--- config.mk ---
export PLATFORM = sky130hd
export DESIGN_NAME = player_collision_health
export DESIGN_NICKNAME = d
export VERILOG_FILES = /design/src/rtl/player_collision_health.sv
export SDC_FILE = /design/constraint.sdc
export NUM_CORES = 1
export LEC_CHECK = 0
export BUFFER_PORTS_ARGS = -buffer_cell sky130_fd_sc_hd__buf_2
export CAP_MARGIN = 0
export CELL_PAD_IN_SITES_DETAIL_PLACEMENT = 1
export CELL_PAD_IN_SITES_GLOBAL_PLACEMENT = 2
export CORE_ASPECT_RATIO = 0.6
export CORE_UTILIZATION = 35
export CTS_CLUSTER_DIAMETER = 50
export DETAILED_ROUTE_END_ITERATION = 7
export HOLD_SLACK_MARGIN = 0.06
export MAX_ROUTING_LAYER = met4
export PLACE_DENSITY = 0.87
export SETUP_SLACK_MARGIN = 0.1
export SLEW_MARGIN = 5
export SYNTH_ARGS = -nofsm -noshare
export SYNTH_HDL_FRONTEND = slang
export SYNTH_SLANG_ARGS = --single-unit
--- constraint.sdc ---
create_clock -name pclk -period 4.47 [get_ports pclk]
set_input_delay 0.2235 -clock pclk [delete_from_list [all_inputs] [get_ports pclk]]
set_output_delay 0.2235 -clock pclk [all_outputs]
set_load 0.01 [all_outputs]
--- src/rtl/player_collision_health.sv ---
// player_collision_health
// Checks obstacle pixels against the player hitbox. Tracks player HP, with an
// invulnerability window after every non-fatal hit, and reports game over.
//
// Ports
//   pclk         in   pixel clock, the only clock
//   rst          in   synchronous reset, active high
//   hcount_in    in   12b horizontal pixel counter
//   vcount_in    in   12b vertical pixel counter
//   game_on      in   gameplay active
//   menu_on      in   menu displayed, forces return to IDLE
//   player_xpos  in   12b hitbox left edge, latched at pixel (0,0)
//   player_ypos  in   12b hitbox top edge, latched at pixel (0,0)
//   obstacle_x   in   12b x of obstacle pixel this cycle, (0,0) = none
//   obstacle_y   in   12b y of obstacle pixel this cycle
//   hit          out  one-cycle pulse per accepted hit
//   hp           out  3b current HP
//   invuln       out  invulnerability window active
//   game_over    out  high while in DEAD
//
// state  | meaning
// -------+-----------------------------------------------------------
// IDLE   | no game running, hp=0
// ALIVE  | playing, an inside pixel costs one HP
// INVULN | post-hit grace period, inside pixels ignored
// DEAD   | hp reached 0, held until menu or game end
module player_collision_health #(
  parameter int MAX_HP        = 3,
  parameter int PLAYER_SIZE   = 20,
  parameter int INVULN_CYCLES = 65_000_000
) (
  input  logic        pclk,
  input  logic        rst,
  input  logic [11:0] hcount_in,
  input  logic [11:0] vcount_in,
  input  logic        game_on,
  input  logic        menu_on,
  input  logic [11:0] player_xpos,
  input  logic [11:0] player_ypos,
  input  logic [11:0] obstacle_x,
  input  logic [11:0] obstacle_y,
  output logic        hit,
  output logic [2:0]  hp,
  output logic        invuln,
  output logic        game_over
);

  localparam logic [11:0] SIZE_M1  = 12'(PLAYER_SIZE - 1);
  localparam logic [25:0] CNT_LAST = 26'(INVULN_CYCLES - 1);
  localparam logic [2:0]  HP_INIT  = 3'(MAX_HP);

  typedef enum logic [1:0] {
    IDLE   = 2'd0,
    ALIVE  = 2'd1,
    INVULN = 2'd2,
    DEAD   = 2'd3
  } state_t;

  state_t      r_state;
  logic [11:0] r_left;
  logic [11:0] r_top;
  logic        r_inside;
  logic [2:0]  r_hp;
  logic        r_invuln;
  logic        r_hit;
  logic [25:0] r_cnt;

  state_t      w_state_nx;
  logic [2:0]  w_hp_nx;
  logic        w_invuln_nx;
  logic        w_hit_nx;
  logic [25:0] w_cnt_nx;

  logic [11:0] w_right;
  logic [11:0] w_bottom;
  logic        w_pixel_valid;
  logic        w_inside;
  logic        w_frame_start;
  logic        w_abort;

  // Box is evaluated against the values latched at the last frame start, so a
  // mid-frame player move never tears the hitbox.
  assign w_right       = r_left + SIZE_M1;
  assign w_bottom      = r_top + SIZE_M1;
  assign w_pixel_valid = (obstacle_x != 12'd0) || (obstacle_y != 12'd0);
  assign w_inside      = w_pixel_valid &&
                         (obstacle_x >= r_left) && (obstacle_x <= w_right) &&
                         (obstacle_y >= r_top)  && (obstacle_y <= w_bottom);
  assign w_frame_start = (hcount_in == 12'd0) && (vcount_in == 12'd0);
  assign w_abort       = menu_on || !game_on;

  always_ff @(posedge pclk) begin
    if (rst) begin
      r_state  <= IDLE;
      r_left   <= 12'd0;
      r_top    <= 12'd0;
      r_inside <= 1'b0;
      r_hp     <= 3'd0;
      r_invuln <= 1'b0;
      r_hit    <= 1'b0;
      r_cnt    <= 26'd0;
    end else begin
      if (w_frame_start) begin
        r_left <= player_xpos;
        r_top  <= player_ypos;
      end
      r_inside <= w_inside;
      r_state  <= w_state_nx;
      r_hp     <= w_hp_nx;
      r_invuln <= w_invuln_nx;
      r_hit    <= w_hit_nx;
      r_cnt    <= w_cnt_nx;
    end
  end

  always_comb begin
    w_state_nx  = r_state;
    w_hp_nx     = r_hp;
    w_invuln_nx = r_invuln;
    w_hit_nx    = 1'b0;
    w_cnt_nx    = r_cnt;

    // Leaving the game outranks any hit arriving on the same edge.
    if (r_state != IDLE && w_abort) begin
      w_state_nx  = IDLE;
      w_hp_nx     = 3'd0;
      w_invuln_nx = 1'b0;
      w_cnt_nx    = 26'd0;
    end else begin
      case (r_state)
        IDLE: begin
          if (game_on && !menu_on) begin
            w_state_nx = ALIVE;
            w_hp_nx    = HP_INIT;
          end
        end
        ALIVE: begin
          if (r_inside) begin
            w_hit_nx = 1'b1;
            w_hp_nx  = r_hp - 3'd1;
            if (r_hp == 3'd1) begin
              w_state_nx = DEAD;
            end else begin
              w_state_nx  = INVULN;
              w_invuln_nx = 1'b1;
              w_cnt_nx    = 26'd0;
            end
          end
        end
        INVULN: begin
          if (r_cnt == CNT_LAST) begin
            w_state_nx  = ALIVE;
            w_invuln_nx = 1'b0;
            w_cnt_nx    = 26'd0;
          end else begin
            w_cnt_nx = r_cnt + 26'd1;
          end
        end
        DEAD: begin
          w_hp_nx = 3'd0;
        end
        default: begin
          w_state_nx = IDLE;
        end
      endcase
    end
  end

  assign hit       = r_hit;
  assign hp        = r_hp;
  assign invuln    = r_invuln;
  assign game_over = (r_state == DEAD);

endmodule
==> flow_metrics.tcl <==
set metrics [dict create \
    antenna_found_initial 0 \
    routabilityCongestion 0.910 \
    max-cap-violations 0 \
    diodes 0 \
    setup_viol 0 \
    wl_per_cell_um 16.0 \
    grtUsageMet3 0.0384 \
    max_slew_margin 0.363 \
    final_util 0.449 \
    worst_slack_ns 1.55 \
    tightest_slew_ns 0.953 \
    drt_iter0_drc 122 \
    ys_warn_count 0 \
    dp_slack_ns 1.54 \
    power_density_mw_per_mm2 283 \
    drtAntennaViolNets 0 \
    min_period_ns 2.92 \
    use_met2 0.324 \
    synthDistinctLibCells 52 \
    drc 0 \
    die_h_um 85.3 \
    syn2layout_area_growth_pct 21.1 \
    hold_buffers 0 \
    via_per_inst 5.23 \
    htreeDepth 3 \
    synth_edf_count 0 \
    dr.pass1.iters 4 \
    status "complete, no violations" \
    end_kind "flip-flop" \
    ios 82 \
    crit_family "compound AO/OA/AOI/OAI gates" \
    fin_setup_tns_ns 0 \
    worstPathBufferInverterCount 1 \
    crit_type "reg -> reg" \
    dp_cells 714 \
    synth_fp_nets 618 \
    critPathRequiredTime_ns 4.70 \
    async_flop_share 0 \
    use_met1 0.300 \
    die_w_um 141 \
    io_buffers 81 \
    busiest_layer "met2" \
    cp_max_fo 4 \
    dpl.hpwl_um 9410 \
    clock_path_buffers 2 \
    drv_slew 0 \
    holdWs_ns 0.132 \
    ys_seq_elements 58 \
    hold_path_class "in -> reg" \
    track_usage 0.217 \
    final_layout_size_suffix_gt1_frac 0.188 \
    cts_made_buffers 9 \
    core_area_mm2 0.0109 \
    power.leakage_nw 1.86 \
    grt_pass1_wl_um 19700 \
    fin_cells 730 \
    finalHoldViolCount 0 \
    cpPeakStageDelay_ns 0.40 \
    timing.fmax_mhz 343 \
    synthesis.area_mm2 0.00405 \
    vias 3815 \
    ys_seq_area_frac 0.287 \
    yosys_most_used_dff "dfxtp_1" \
    grt_pass1_vias 3965 \
    syn-instance-count 489 \
    drt_wl_total_um 11700 \
    die-area_mm2 0.0120 \
    vdd_drop_max_mv 0.199 \
    grt-ovfl-total 0 \
    crit_path_top_delay_cell "a2111oi_0" \
    clock-sinks 58 \
    clk-insertion-delay-late_ns 0.33 \
    cts_setup_buffers 0 \
    rsz0062_at_grt "false" \
    cts-resized-gates 0 \
    avgSynthCellArea_um2 8.28 \
    start_util 0.371 \
    path_clk_slew_ns 0.06 \
    cts_tree "done" \
    skew_ns 0.00941 \
    grt_start_max_net_pins 31 \
    path_cells "inv_1, ha_1, nor2_1, o21ai_0, nor4_1, xnor2_1, ha_1, a21oi_1, nand2_1, a2111oi_0, o22ai_1, nor4_1" \
    cts_root_buf "clkbuf_16" \
    worst-endpoint-arrival_ns 3.15 \
    rows 29 \
    post-route-period-util 0.653 \
    fin_nets 699 \
    critPathLaunchType "flip-flop" \
]
-- cells by family (layout without fill, tap and decap cells) --
kind of cell | Yosys count | in the layout | synth area share
flops | 58 | 58 | 0.287
simple gates | 198 | 198 | 0.240
compound gates | 74 | 74 | 0.117
buf+inv | 42 | 128 | 0.0457
fa+ha+maj | 53 | 53 | 0.164
xor+xnor | 39 | 39 | 0.0844
mux | 25 | 25 | 0.0618
-- synth_stat cells (2+ instances only) --
master / instances / area (um^2)
ha_1: 53 / 663
nand4_1: 18 / 113
clkbuf_2: 2 / 10.0
xnor2_1: 23 / 201
and3_1: 3 / 18.8
clkbuf_1: 3 / 11.3
buf_4: 2 / 15.0
nor3_1: 10 / 50.1
nand2b_1: 2 / 12.5
buf_2: 2 / 10.0
xor2_1: 16 / 140
a31oi_1: 2 / 12.5
o21ai_1: 3 / 15.0
o21bai_1: 2 / 15.0
dfxtp_1: 58 / 1160
nor2_1: 72 / 270
nor2_2: 3 / 18.8
nor2b_1: 5 / 31.3
o31ai_1: 3 / 22.5
nor4_1: 16 / 100
buf_6: 2 / 22.5
a2111oi_0: 5 / 43.8
nand3_1: 19 / 95.1
or2_2: 2 / 12.5
a21oi_1: 21 / 105
and4_1: 4 / 35.0
o21ai_0: 17 / 85.1
a21o_1: 8 / 60.1
a21boi_0: 2 / 15.0
nor4bb_1: 2 / 20.0
nand2_1: 34 / 128
mux2i_1: 25 / 250
inv_1: 31 / 116
-- final cells by class --
cell class | count | area, um^2
clock inverters | 7 | 93.8
flip-flops and latches | 58 | 1160
fillers | 1349 | 6020
clock buffers | 9 | 225
repair buffers | 81 | 405
well taps | 155 | 194
multi-input cells | 389 | 2710
inverters | 31 | 116
-- sequential cells by signal, indices dropped and copies added (netlist names) --
register	flops
r_inside	1
r_cnt	26
r_top	12
hit	1
invuln	1
r_state	2
r_left	12
hp	3
-- path summary, 6_finish.rpt --
path | from | endpoint | slack, ns | cells past startpoint
worst max-delay path | r_top[0]$_SDFFE_PP0P_ | r_inside$_SDFF_PP0_ | 1.55 | 12
worst min-delay path | player_xpos[0] | r_left[0]$_SDFFE_PP0P_ | 0.13 | 3
worst max register to register | r_top[0]$_SDFFE_PP0P_ | r_inside$_SDFF_PP0_ | 1.55 | 12
worst min register to register | r_cnt[20]$_SDFFE_PP0P_ | r_cnt[20]$_SDFFE_PP0P_ | 0.49 | 2
-- metrics by stage --
step           power, mW  instance area (um^2)
2_1_floorplan      0.598                  4050
3_3_place_gp       0.658                  4580
3_5_place_dp       0.664                  4580
4_1_cts             1.41                  4900
5_1_grt             1.45                  4900
6_report            1.39                  4900
-- where the power goes --
group	total [mW]	switching, mW	internal, mW
registers	0.523	0.00360	0.520
clock network	0.736	0.249	0.486
logic	0.130	0.0721	0.0584
-- layout by cell type, fill, tap and decap left out, types with 3 or more instances in the layout --
cell type / synthesis / routed
buf_2: 2 / 81
nor2_1: 72 / 72
dfxtp_1: 58 / 58
ha_1: 53 / 53
nand2_1: 34 / 34
inv_1: 31 / 31
mux2i_1: 25 / 25
xnor2_1: 23 / 23
a21oi_1: 21 / 21
nand3_1: 19 / 19
nand4_1: 18 / 18
o21ai_0: 17 / 17
nor4_1: 16 / 16
xor2_1: 16 / 16
nor3_1: 10 / 10
clkbuf_16: 0 / 9
a21o_1: 8 / 8
nor2b_1: 5 / 5
a2111oi_0: 5 / 5
and4_1: 4 / 4
and3_1: 3 / 3
o21ai_1: 3 / 3
o31ai_1: 3 / 3
-- worst min-delay path: cells and delay by family --
kind / cells / cell delay, ns
and+or+nand+nor: 1 / 0.07
buffers and inverters: 1 / 0.07
muxes: 1 / 0.05
-- routing by layer --
| layer | up-vias | wire length [um] |
|---|---|---|
| met5 | - | 0 |
| met4 | 0 | 69 |
| met3 | 5 | 421 |
| met2 | 69 | 4810 |
| met1 | 1840 | 6400 |
| li1 | 1901 | - |
Power figures use the tool's default switching activity.
